[config.mk]
export PLATFORM = sky130hd
export DESIGN_NAME = condlogic_it
export DESIGN_NICKNAME = d
export VERILOG_FILES = /design/src/rtl/condlogic_it.sv
export SDC_FILE = /design/constraint.sdc
export NUM_CORES = 1
export LEC_CHECK = 0
export BUFFER_PORTS_ARGS = -buffer_cell sky130_fd_sc_hd__buf_2
export CORE_MARGIN = 4
export CORE_UTILIZATION = 46
export CTS_BUF_LIST = sky130_fd_sc_hd__clkbuf_4 sky130_fd_sc_hd__clkbuf_8
export DETAILED_ROUTE_END_ITERATION = 7
export GPL_TIMING_DRIVEN = 0
export PLACE_DENSITY_LB_ADDON = 0.05
export SLEW_MARGIN = 20
export SYNTH_ARGS = -nofsm -noshare
export SYNTH_HDL_FRONTEND = slang
export SYNTH_SLANG_ARGS = --single-unit
[constraint.sdc]
create_clock -name clk -period 5.1 [get_ports clk]
set_clock_uncertainty 0.15 [all_clocks]
set_input_delay 1.02 -clock clk [delete_from_list [all_inputs] [get_ports clk]]
set_output_delay 1.02 -clock clk [all_outputs]
set_load 0.05 [all_outputs]
[src/rtl/condlogic_it.sv]
// condlogic_it: condition logic with grouped flag writes, IT-style predication and shadow flags.
//
// Ports:
//   clk, reset        clock (rising edge), asynchronous active-low reset
//   Cond              instruction condition field (ARM encoding)
//   ALUFlags, FlagW   ALU flag result and per-group flag write requests
//   PCS, NextPC       PC-writing instruction / unconditional fetch update
//   RegW, MemW        FSM register / memory write requests
//   InstrDone         pulse at the last state of each instruction
//   ITStart, ITCond,  IT instruction: base condition, covered length and
//   ITLen, ITPattern  then/else pattern (bit i=1 -> then)
//   FlagSave          copy Flags into the shadow register
//   FlagRestore       reload Flags from the shadow register, abort any IT block
//   PCWrite, RegWrite,
//   MemWrite          condition-gated datapath enables
//   CondEx            combinational condition result for the effective condition
//   Flags             architectural flags ({N,Z,C,V} in [3:0])
//   InIT, ITErr       IT block active / one-cycle illegal IT request pulse
module condlogic_it #(
    parameter int unsigned NFLAGS  = 4,
    parameter int unsigned NGROUPS = 2,
    parameter int unsigned ITDEPTH = 4,
    localparam int unsigned LW     = $clog2(ITDEPTH + 1),
    localparam int unsigned GRPW   = NFLAGS / NGROUPS
) (
    input  logic               clk,
    input  logic               reset,
    input  logic [3:0]         Cond,
    input  logic [NFLAGS-1:0]  ALUFlags,
    input  logic [NGROUPS-1:0] FlagW,
    input  logic               PCS,
    input  logic               NextPC,
    input  logic               RegW,
    input  logic               MemW,
    input  logic               InstrDone,
    input  logic               ITStart,
    input  logic [3:0]         ITCond,
    input  logic [LW-1:0]      ITLen,
    input  logic [ITDEPTH-1:0] ITPattern,
    input  logic               FlagSave,
    input  logic               FlagRestore,
    output logic               PCWrite,
    output logic               RegWrite,
    output logic               MemWrite,
    output logic               CondEx,
    output logic [NFLAGS-1:0]  Flags,
    output logic               InIT,
    output logic               ITErr
);

    typedef enum logic [0:0] {StIdle, StActive} it_state_e;

    it_state_e          state_q, state_d;
    logic [NFLAGS-1:0]  flags_q, flags_d;
    logic [NFLAGS-1:0]  saved_q, saved_d;
    logic               condexreg_q;
    logic [LW-1:0]      cnt_q, cnt_d;
    logic [ITDEPTH-1:0] pat_q, pat_d;
    logic [3:0]         itc_q, itc_d;
    logic               iterr_q, iterr_d;

    logic [3:0] effcond;
    logic       n, z, c, v;
    logic       base;
    logic       condex;
    logic       else_used;
    logic       legal;

    // Inside an IT block the condition comes from the IT state; the else slot
    // flips the LSB, which inverts any ARM condition.
    assign effcond = (state_q == StActive) ? (pat_q[0] ? itc_q : (itc_q ^ 4'b0001)) : Cond;

    assign {n, z, c, v} = flags_q[3:0];

    // Even encodings select the base test, odd encodings its inverse.
    always_comb begin
        base = 1'b1;
        case (effcond[3:1])
            3'd0:    base = z;
            3'd1:    base = c;
            3'd2:    base = n;
            3'd3:    base = v;
            3'd4:    base = c & ~z;
            3'd5:    base = (n == v);
            3'd6:    base = ~z & (n == v);
            default: base = 1'b1;
        endcase
        condex = (effcond == 4'b1111) ? 1'b0 : (base ^ effcond[0]);
    end

    // An AL-based IT block cannot have an else slot (its inverse would be NV).
    always_comb begin
        else_used = 1'b0;
        for (int unsigned i = 0; i < ITDEPTH; i++) begin
            if ((i < 32'(ITLen)) && !ITPattern[i]) else_used = 1'b1;
        end
        legal = (ITLen != '0) && (32'(ITLen) <= ITDEPTH) && (ITCond != 4'b1111) &&
                !((ITCond == 4'b1110) && else_used);
    end

    always_comb begin
        flags_d = flags_q;
        for (int unsigned g = 0; g < NGROUPS; g++) begin
            if (FlagW[g] && condex) flags_d[g*GRPW +: GRPW] = ALUFlags[g*GRPW +: GRPW];
        end
        if (FlagRestore) flags_d = saved_q;
        // Old value is captured, so save + restore in one cycle swaps.
        saved_d = FlagSave ? flags_q : saved_q;
    end

    always_comb begin
        state_d = state_q;
        cnt_d   = cnt_q;
        pat_d   = pat_q;
        itc_d   = itc_q;
        iterr_d = ITStart & ((state_q == StActive) | ~legal);
        if (FlagRestore) begin
            state_d = StIdle;
            cnt_d   = '0;
            pat_d   = '0;
            itc_d   = '0;
        end else begin
            case (state_q)
                StIdle: begin
                    if (ITStart && legal) begin
                        state_d = StActive;
                        cnt_d   = ITLen;
                        pat_d   = ITPattern;
                        itc_d   = ITCond;
                    end
                end
                StActive: begin
                    if (InstrDone) begin
                        cnt_d = cnt_q - LW'(1);
                        pat_d = pat_q >> 1;
                        if (cnt_q == LW'(1)) state_d = StIdle;
                    end
                end
                default: state_d = StIdle;
            endcase
        end
    end

    always_ff @(posedge clk or negedge reset) begin
        if (!reset) begin
            state_q     <= StIdle;
            flags_q     <= '0;
            saved_q     <= '0;
            condexreg_q <= 1'b0;
            cnt_q       <= '0;
            pat_q       <= '0;
            itc_q       <= '0;
            iterr_q     <= 1'b0;
        end else begin
            state_q     <= state_d;
            flags_q     <= flags_d;
            saved_q     <= saved_d;
            condexreg_q <= condex;
            cnt_q       <= cnt_d;
            pat_q       <= pat_d;
            itc_q       <= itc_d;
            iterr_q     <= iterr_d;
        end
    end

    assign PCWrite  = NextPC | (PCS & condexreg_q);
    assign RegWrite = RegW & condexreg_q;
    assign MemWrite = MemW & condexreg_q;
    assign CondEx   = condex;
    assign Flags    = flags_q;
    assign InIT     = (state_q == StActive);
    assign ITErr    = iterr_q;

endmodule

# Yosys cells after proc, flatten, opt, wreduce, memory -nomap -nowiden
# Cells that the tools add are included.
dict set report word_totals {
  register_bits 22
  in_bits 31
  output_inout_bits 10
  elab_cells 92
}
dict set report op_classes {
  addsub 1
  n_lt_le_gt_ge 5
  n_eq_ne 14
  n_mux 27
  bitwise 13
  reduce_logical 23
}
# operator count
set ops {}
lappend ops {{2-to-1 mux 4 bit} 8}
lappend ops {{logical AND 1 bit} 11}
lappend ops {{2-to-1 mux 1 bit} 10}
lappend ops {{== test 3 bit, second input constant} 3}
lappend ops {{2-to-1 mux 3 bit} 3}
lappend ops {{== test 4 bit, second input constant} 2}
lappend ops {{case mux 4 bit (2 select lines)} 1}
lappend ops {{case mux 1 bit (7 select lines)} 1}
lappend ops {{AND 1 bit} 6}
lappend ops {{== test 3 x 1 -> 1 bit, second input constant} 2}
lappend ops {{== test 3 x 2 -> 1 bit, second input constant} 2}
lappend ops {{less-than comparator 1 x 3 -> 1 bit, first input constant} 2}
lappend ops {{less-than comparator 2 x 3 -> 1 bit, first input constant} 2}
lappend ops {{!= test 3 bit, second input constant} 2}
lappend ops {{case mux 3 bit (2 select lines)} 1}
lappend ops {{nonzero test 2 bit} 3}
lappend ops {{zero test 1 bit} 5}
lappend ops {{2-to-1 mux 2 bit} 2}
lappend ops {{!= test 4 bit, second input constant} 1}
lappend ops {{NOT 1 bit} 4}
lappend ops {{AND reduction 2 bit} 2}
lappend ops {{<= comparator 3 bit, second input constant} 1}
lappend ops {{zero test 3 bit} 1}
lappend ops {{nonzero test 3 bit} 1}
lappend ops {{6 further kinds} 7}

# Logic depth before layout (Yosys ltp)
# Gate-level depths: netlist of the first run.
dict set report logic_depth {
  word_depth 13
  depth_mapped 8
  mapped_depth_nobuf 6
}

# Least setup slack after synthesis of the first run
# OpenSTA, ideal clock, no wires.
dict set report synth_path {
  path_type {input to output}
  startpoint {in Cond[1]}
  endpoint {out CondEx}
  arrival_ns 2.564
  t_required_ns 3.930
  setup_slack_ns 1.366
  cell_stages 6
  path_buffers 1
  cell_sequence {mux2_4 > or4b_1 > a31oi_2 > or4_4 > buf_8 > nand2_1}
}
dict set report synth_via {
  elab_chain_len 5
  elab_cells_between_ends 12
  classes_between {eq/ne (7); mux (3); bitwise (1); reduce/logical (1)}
}
# element line_no
set synth_rtl {}
lappend synth_rtl {{start, declared} 28} ;# input logic [3:0] Cond,
lappend synth_rtl {{2-to-1 mux 4 bit (*)} 71} ;# assign effcond = (state_q == StActive) ? (pat_q[0] ? itc_q : (itc_q ^ 4'b0001)) : Cond;
lappend synth_rtl {{== test 3 bit, or another cell as far along} 78} ;# case (effcond[3:1])
lappend synth_rtl {{case mux 1 bit (7 select lines)} 78}
lappend synth_rtl {{XOR 1 bit} 88} ;# condex = (effcond == 4'b1111) ? 1'b0 : (base ^ effcond[0]);
lappend synth_rtl {{2-to-1 mux 1 bit (*)} 88}
lappend synth_rtl {{end, declared} 45} ;# output logic CondEx,
# Every way passes the cells marked *; elsewhere a longest branch is shown, timed or not.

# Worst setup path after layout of the first run
# Same ends and word-level chain as after synthesis.

==> summary.md, run 1 <==
| Metric | Value |
|---|---|
| Share of cell area taken by muxes after synthesis | `13.0%` |
| Width of the die | `62.2 um` |
| Total global routing track utilization | `16.9%` |
| Number of instances in the synthesized netlist | `137` |
| Setup Crit Path Kind | `primary input to output pin` |
| Maximum fanout along the worst path | `9` |
| Clk pwr share | `14.7%` |
| VDD IR max | `0.378 mV` |
| Most instantiated library cell after synthesis | `dfrtp_1` |
| Post-CTS Resized | `0` |
| Dominant combinational cell family by area after synthesis | `simple AND/OR/NAND/NOR gates` |
| Die span in y | `62.2 um` |
| Placeable core region | `0.00278 mm^2` |
| Hold_buf cts | `0` |
| Setup fix buffers added after clock tree synthesis | `0` |
| Remaining DRCs | `0` |
| Data arrival, critical path | `2.76 ns` |
| Compound-gate portion of the synthesized area | `18.8%` |
| Slew headroom | `57.0%` |
| Initial Util | `48.5%` |
| Post-route ant nets | `0` |
| Cell-internal power | `374 uW` |
| Post-synthesis share of cell area spent on xor and xnor gates | `1.30%` |
| Combinational cell fraction of total power | `45.3%` |
| Routability cong. | `0.775` |
| FFs w/ async S/R, synth | `100%` |
| Flop and latch count out of synthesis | `22` |
| Kind of end point of the critical path | `output pin` |
| Detail-routed via count per cell | `5.78` |
| Post-synthesis cell type with the largest combined area | `dfrtp_1` |
| IO Count | `41` |
| First-pass GRT wire length | `5470 um` |
| Result of the run | `complete, no violations` |
| Critical path startpoint category | `primary input` |
| Top cells by count, synth | `dfrtp_1 (22), nand3_1 (14), nor2_1 (10)` |
| Total Die Area | `0.00386 mm^2` |
| Number of distinct library cells after synthesis | `40` |
| Max-cap violation count | `0` |
| Relative area change from synthesis to final layout | `20.0%` |
| Number of vias after detailed routing | `1219` |
| Top post-synthesis cells by area | `dfrtp_1 (41%), mux2_2 (6.7%), mux2i_1 (5.2%)` |
| Required time worst endpoint | `3.93 ns` |
| Worst-Skew Late Latency | `0.30 ns` |
| CTS tree | `yes` |
| Antenna violations before repair | `0` |
| Simple-gate portion of the synthesized area | `19.5%` |
| Power share of the sequential group | `39.9%` |
| Fin Setup TNS | `0 ns` |
| Clock-pin transition on the worst setup and hold timing paths | `0.12 ns` |
| Mean area per synthesized cell | `9.85 um^2` |
| Yosys synthesis warning count | `0` |
| Via count of the first global-routing pass | `1211` |
| Layout cell share with drive strength beyond 1 | `33.3%` |
| Power density of the placed cells | `408 mW/mm^2` |
| Top_reg_cell synth | `dfrtp_1` |
| Peak clock frequency supported by timing | `0.255 GHz` |
| Post-synth design cell area | `0.00135 mm^2` |
| Pwr Total | `661 uW` |
| Final-report hold violation count | `0` |
| Routed Wire Length | `3130 um` |
| Syn nets | `170` |
| Worst slew pin tran | `0.641 ns` |
| Number of CTS-inserted buffers | `3` |
| Longest Clk Path Bufs | `2` |
| Share of synthesized cell area in full adder, half adder and majority cells | `1.86%` |
| CTS HTree Levels | `1` |
| Fin crit share | `77.0%` |
| Core Rows | `19` |
| Sequential element share of the synthesized area | `40.8%` |
| Path class of the lowest-slack min-delay path | `flop to flop` |
| Post-synth EDFFs | `0` |
| Num Clock Sinks | `22` |
| Detailed placement HPWL | `2390 um` |
| Shortest clock period the worst path allows after layout | `3.93 ns` |
| Area fraction of the dominant cell type after synthesis | `40.8%` |
| Count of final setup violators | `0` |
| P_sw | `286 uW` |
| Number of antenna cells inserted | `0` |
| Sw Ratio | `43.4%` |
| Number of fillers in the final layout | `265` |
| Root Buffer | `clkbuf_4` |
| Post-Place Cell Area | `0.00158 mm^2` |
| Maximum number of pins on one net before global-route repair | `23` |
| DR WL/cell | `14.8 um` |
| Total congestion overflow after global routing | `0` |
| DRT iter0 DRCs | `44` |
| Final slew viol count | `0` |
| Fin area | `0.00162 mm^2` |
| Unrepaired setup endpoints after global routing | `no` |
| Post-layout net count | `214` |
| Pre-antenna DRT Iters | `4` |
| Count of buffers from port buffering | `39` |
| Leakage component of the power | `0.779 nW` |
registers in the layout, summed over array words and instances, names as in the netlist:
register and flops:
cnt_q 3, Flags 4, saved_q 4, ITErr 1, condexreg_q 1, InIT 1, pat_q 4, itc_q 4
routing by layer:
layer | global-route usage, % | share of wire, %
met1 | 22.7 | 45
met2 | 26.6 | 50
met3 | 3.60 | 5.0
met4 | 5.96 | 0.54
met5 | 0 | 0
area by class of cell:
type                       instances  area [um^2]  area share [%]
tap                               31         38.8            2.40
clock buffer                       4         36.3            2.24
buffer                             5         37.5            2.32
sequential                        22          551            34.0
multi-input combinational        103          734            45.4
timing repair buffer              39          195            12.1
inverter                           7         26.3            1.62
final timing paths:
kind,depth (start not counted),end,slack [ns],from
max,8,CondEx,1.17,Cond[1]
max in group asynchronous,1,saved_q[2],3.94,reset
min reg2reg,2,Flags[1],0.37,saved_q[1]
max reg2reg,7,Flags[3],2.70,InIT
min in group asynchronous,1,itc_q[3],0.51,reset
min,2,Flags[1],0.37,saved_q[1]
cell usage in the layout, fill, tap and decap left out, types with 2 or more instances in the layout:
master,count
nand3_1,14
o21ai_0,3
ha_1,2
mux2i_1,7
nor3b_1,4
clkbuf_1,3
a21oi_1,8
a21o_1,5
nand2_1,7
a31o_2,2
inv_1,7
nand4_1,4
and2_1,3
mux2_2,8
a22o_1,4
dfrtp_1,22
buf_2,39
a2bb2oi_1,2
nor2_1,10
clkbuf_4,3
worst max-delay path: stages:
cell and delay, ns:
buf_2 0.11, mux2_4 0.28, or4b_1 0.52, a31oi_2 0.23, or4_4 0.17, buf_8 0.11
nand2_1 0.06, buf_2 0.25
power groups by stage:
| stage | sequential, mW | combinational, mW | clock, mW |
|---|---|---|---|
| CTS | 0.263 | 0.302 | 0.101 |
| global placement | 0.263 | 0.295 | 0 |
| floorplan | 0.310 | 0.179 | 0 |
| detailed placement | 0.267 | 0.301 | 0 |
| global route | 0.272 | 0.326 | 0.107 |
| finish | 0.264 | 0.300 | 0.0974 |
kinds of logic (layout without fill, tap and decap cells):
kind of cell,count (synthesis),in the layout
adder cells (fa/ha/maj),2,2
AND/OR/NAND/NOR,49,49
AO/OA/AOI/OAI,34,34
buffers and inverters,12,55
multiplexers,16,16
flip-flops,22,22
XOR/XNOR,2,2
through the flow:
step	setup WS, ns	hold slack [ns]	cells	util [%]
6_report	1.17	0.369	211	58.2
5_1_grt	1.08	0.394	211	58.2
3_5_place_dp	1.18	0.341	207	56.9
2_1_floorplan	1.37	0.311	137	-
3_3_place_gp	1.20	0.330	207	56.9
4_1_cts	1.17	0.370	211	58.2
Note: power is estimated with default switching activity, not from simulation.
==> run 2, diff against run 1 <==
--- a/config.mk
+++ b/config.mk
@@ -5,6 +5,7 @@
 export SDC_FILE = /design/constraint.sdc
 export NUM_CORES = 1
 export LEC_CHECK = 0
+export ABC_AREA = 1
 export BUFFER_PORTS_ARGS = -buffer_cell sky130_fd_sc_hd__buf_2
 export CORE_MARGIN = 4
 export CORE_UTILIZATION = 46
==> constraint.sdc (replaced) <==
create_clock -name clk -period 3.3 [get_ports clk]
set_clock_uncertainty 0.15 [all_clocks]
set_input_delay 0.66 -clock clk [delete_from_list [all_inputs] [get_ports clk]]
set_output_delay 0.66 -clock clk [all_outputs]
set_load 0.05 [all_outputs]
==> run 2 against run 1 <==
Cell area grew 5.5%; combinational power increased by 11%; via count up 13%; highest routed layer unchanged.
==> summary.md, run 2 <==
| Metric | Value |
|---|---|
| Post-synth EDFFs | `0` |
| Root Buffer | `clkbuf_4` |
| Setup fix buffers added after clock tree synthesis | `0` |
| Number of CTS-inserted buffers | `3` |
| Sequential element share of the synthesized area | `38.6%` |
| Yosys synthesis warning count | `0` |
| Number of antenna cells inserted | `0` |
| Max-cap violation count | `0` |
| Path class of the lowest-slack min-delay path | `primary input to async pin` |
| Most instantiated library cell after synthesis | `nand2_1` |
| Data arrival, critical path | `1.98 ns` |
| Power density of the placed cells | `514 mW/mm^2` |
| Syn nets | `229` |
| Placeable core region | `0.00285 mm^2` |
| Peak clock frequency supported by timing | `0.359 GHz` |
| Total global routing track utilization | `19.4%` |
| Via count of the first global-routing pass | `1413` |
| Fin crit share | `84.5%` |
| Area of the multi-input gates | `731 um^2` |
| Most frequent cells in the layout | `nand2_1 (66), buf_2 (39), inv_1 (23), dfrtp_1 (22), nand3_1 (11)` |
| Fin area | `0.00171 mm^2` |
| Total Die Area | `0.00406 mm^2` |
| Relative area change from synthesis to final layout | `19.7%` |
| Area fraction of the dominant cell type after synthesis | `38.6%` |
| Setup Crit Path Kind | `flop to output pin` |
| Antenna violations before repair | `0` |
| Post-CTS Resized | `0` |
| Post-Place Cell Area | `0.00166 mm^2` |
| Shortest clock period the worst path allows after layout | `2.79 ns` |
| Number of vias after detailed routing | `1378` |
| Required time worst endpoint | `2.49 ns` |
| Post-route ant nets | `0` |
| Hold_buf cts | `0` |
| Critical path startpoint category | `flop` |
| Detail-routed via count per cell | `5.12` |
| Worst-Skew Late Latency | `0.31 ns` |
| Die span in y | `63.7 um` |
| Number of fillers in the final layout | `287` |
| Count of buffers from port buffering | `38` |
| Utilization of the core after routing | `59.9%` |
| CP top delay family | `simple AND/OR/NAND/NOR gates` |
| Top cells by count, synth | `nand2_1 (66), inv_1 (23), dfrtp_1 (22)` |
| CTS tree | `yes` |
| Mean area per synthesized cell | `7.28 um^2` |
| VDD IR max | `0.304 mV` |
| Count of final setup violators | `0` |
| First-pass GRT wire length | `6200 um` |
| Worst slew pin tran | `0.493 ns` |
| Routed Wire Length | `3440 um` |
| DR WL/cell | `12.8 um` |
| Most frequent standard cell in the layout excluding fill and tap cells | `nand2_1` |
| Initial Util | `50.0%` |
| Width of the die | `63.7 um` |
| Post-synthesis cell type with the largest combined area | `dfrtp_1` |
| Final slew viol count | `0` |
| Pre-antenna DRT Iters | `4` |
| Post-layout net count | `272` |
| Critical Path, Cell by Cell | `buf_6 -> o21ai_1 -> o21ai_1 -> nand3_1 -> nand2_1 -> nand2_2 -> nand2_2 -> nand2_4 -> and2_2 -> buf_2` |
| FFs w/ async S/R, synth | `100%` |
| Detailed placement HPWL | `2720 um` |
| Number of distinct library cells after synthesis | `28` |
| Top post-synthesis cells by area | `dfrtp_1 (39%), nand2_1 (17%), inv_1 (6.1%)` |
| Maximum fanout along the worst path | `8` |
| Post-synth design cell area | `0.00143 mm^2` |
| Kind of end point of the critical path | `output pin` |
| Result of the run | `complete, no violations` |
| Final-report hold violation count | `0` |
| DRT iter0 DRCs | `53` |
| Maximum number of pins on one net before global-route repair | `23` |
| Number of instances in the synthesized netlist | `196` |
| IO Count | `41` |
| Flop and latch count out of synthesis | `22` |
| Layout cell share with drive strength beyond 1 | `27.3%` |
| Fin Setup TNS | `0 ns` |
| Num Clock Sinks | `22` |
| Register Area | `551 um^2` |
| Total congestion overflow after global routing | `0` |
| Top_reg_cell synth | `dfrtp_1` |
| Critical Path Max Stage Delay | `0.42 ns` |
| Unrepaired setup endpoints after global routing | `no` |
| Leakage component of the power | `0.947 nW` |
| Clock-pin transition on the worst setup and hold timing paths | `0.12 ns` |
| CTS HTree Levels | `1` |
| CP max stage cell | `dfrtp_1` |
| Longest Clk Path Bufs | `2` |
| Core Rows | `19` |
| Buffers plus inverters on the worst setup path | `2` |
| Remaining DRCs | `0` |
| Routability cong. | `0.865` |
| Slew headroom | `67.1%` |
run 2: changes by cell type in the layout (fill, tap and decap cells not counted), sizes merged, moves of 4 or more:
cell | previous run | this run
nand4 | 4 | 9
o21ai | 3 | 15
mux2i | 7 | 0
a21o | 5 | 1
inv | 7 | 24
nor3b | 4 | 0
a22o | 4 | 0
nand2 | 7 | 78
mux2 | 9 | 0
run 2: layout make-up:
| type | count | area share [%] |
|---|---|---|
| repair buffers | 38 | 11.1 |
| well taps | 31 | 2.27 |
| clock buffers | 3 | 1.32 |
| clock inverters | 1 | 1.76 |
| inverters | 24 | 5.57 |
| multi-input cells | 143 | 42.8 |
| flip-flops and latches | 22 | 32.2 |
| plain buffers | 7 | 2.93 |
run 2: metal layers:
metal  vias up  part of all wire [%]  track usage [%]  wire (um)
met3         9                   5.9             3.02        203
met2        40                    50             33.1       1730
met4         0                   2.6             8.89         91
met1       621                    41             23.9       1420
met5         -                     0                0          0
li1        708                     -                -          -
run 2: final timing paths:
kind	from	to	slack, ns	cells after the start
setup / recovery	InIT	CondEx	0.51	10
hold / removal	reset	cnt_q[1]	0.14	1
setup reg to reg	InIT	Flags[2]	1.52	11
hold reg to reg	saved_q[2]	saved_q[2]	0.40	2
max in group asynchronous	reset	condexreg_q	2.53	1
min in group clk	saved_q[2]	saved_q[2]	0.40	2
run 2: stage by stage:
| step | hold slack (ns) | power [mW] | instances | setup slack [ns] |
|---|---|---|---|---|
| 2_1_floorplan | 0.214 | 0.586 | 196 | 0.759 |
| 3_3_place_gp | 0.362 | 0.665 | 265 | 0.713 |
| 3_5_place_dp | 0.369 | 0.678 | 265 | 0.626 |
| 4_1_cts | 0.153 | 0.891 | 269 | 0.498 |
| 5_1_grt | 0.144 | 0.949 | 269 | 0.342 |
| 6_report | 0.136 | 0.878 | 269 | 0.513 |
run 2: cells by family (layout without fill, tap and decap cells):
| kind of cell | count (synthesis) | count (layout) | synth area share [%] |
|---|---|---|---|
| AOI/OAI and AO/OA | 27 | 27 | 10.4 |
| and+or+nand+nor | 112 | 112 | 37.8 |
| buffers and inverters | 31 | 73 | 10.2 |
| adders and majority gates | 2 | 2 | 1.75 |
| DFF | 22 | 22 | 38.6 |
| xor gates and xnor gates | 2 | 2 | 1.23 |
run 2: where the power goes:
| group | switching (mW) | internal [mW] |
|---|---|---|
| registers | 0.0287 | 0.308 |
| clock network | 0.0853 | 0.123 |
| logic | 0.230 | 0.103 |
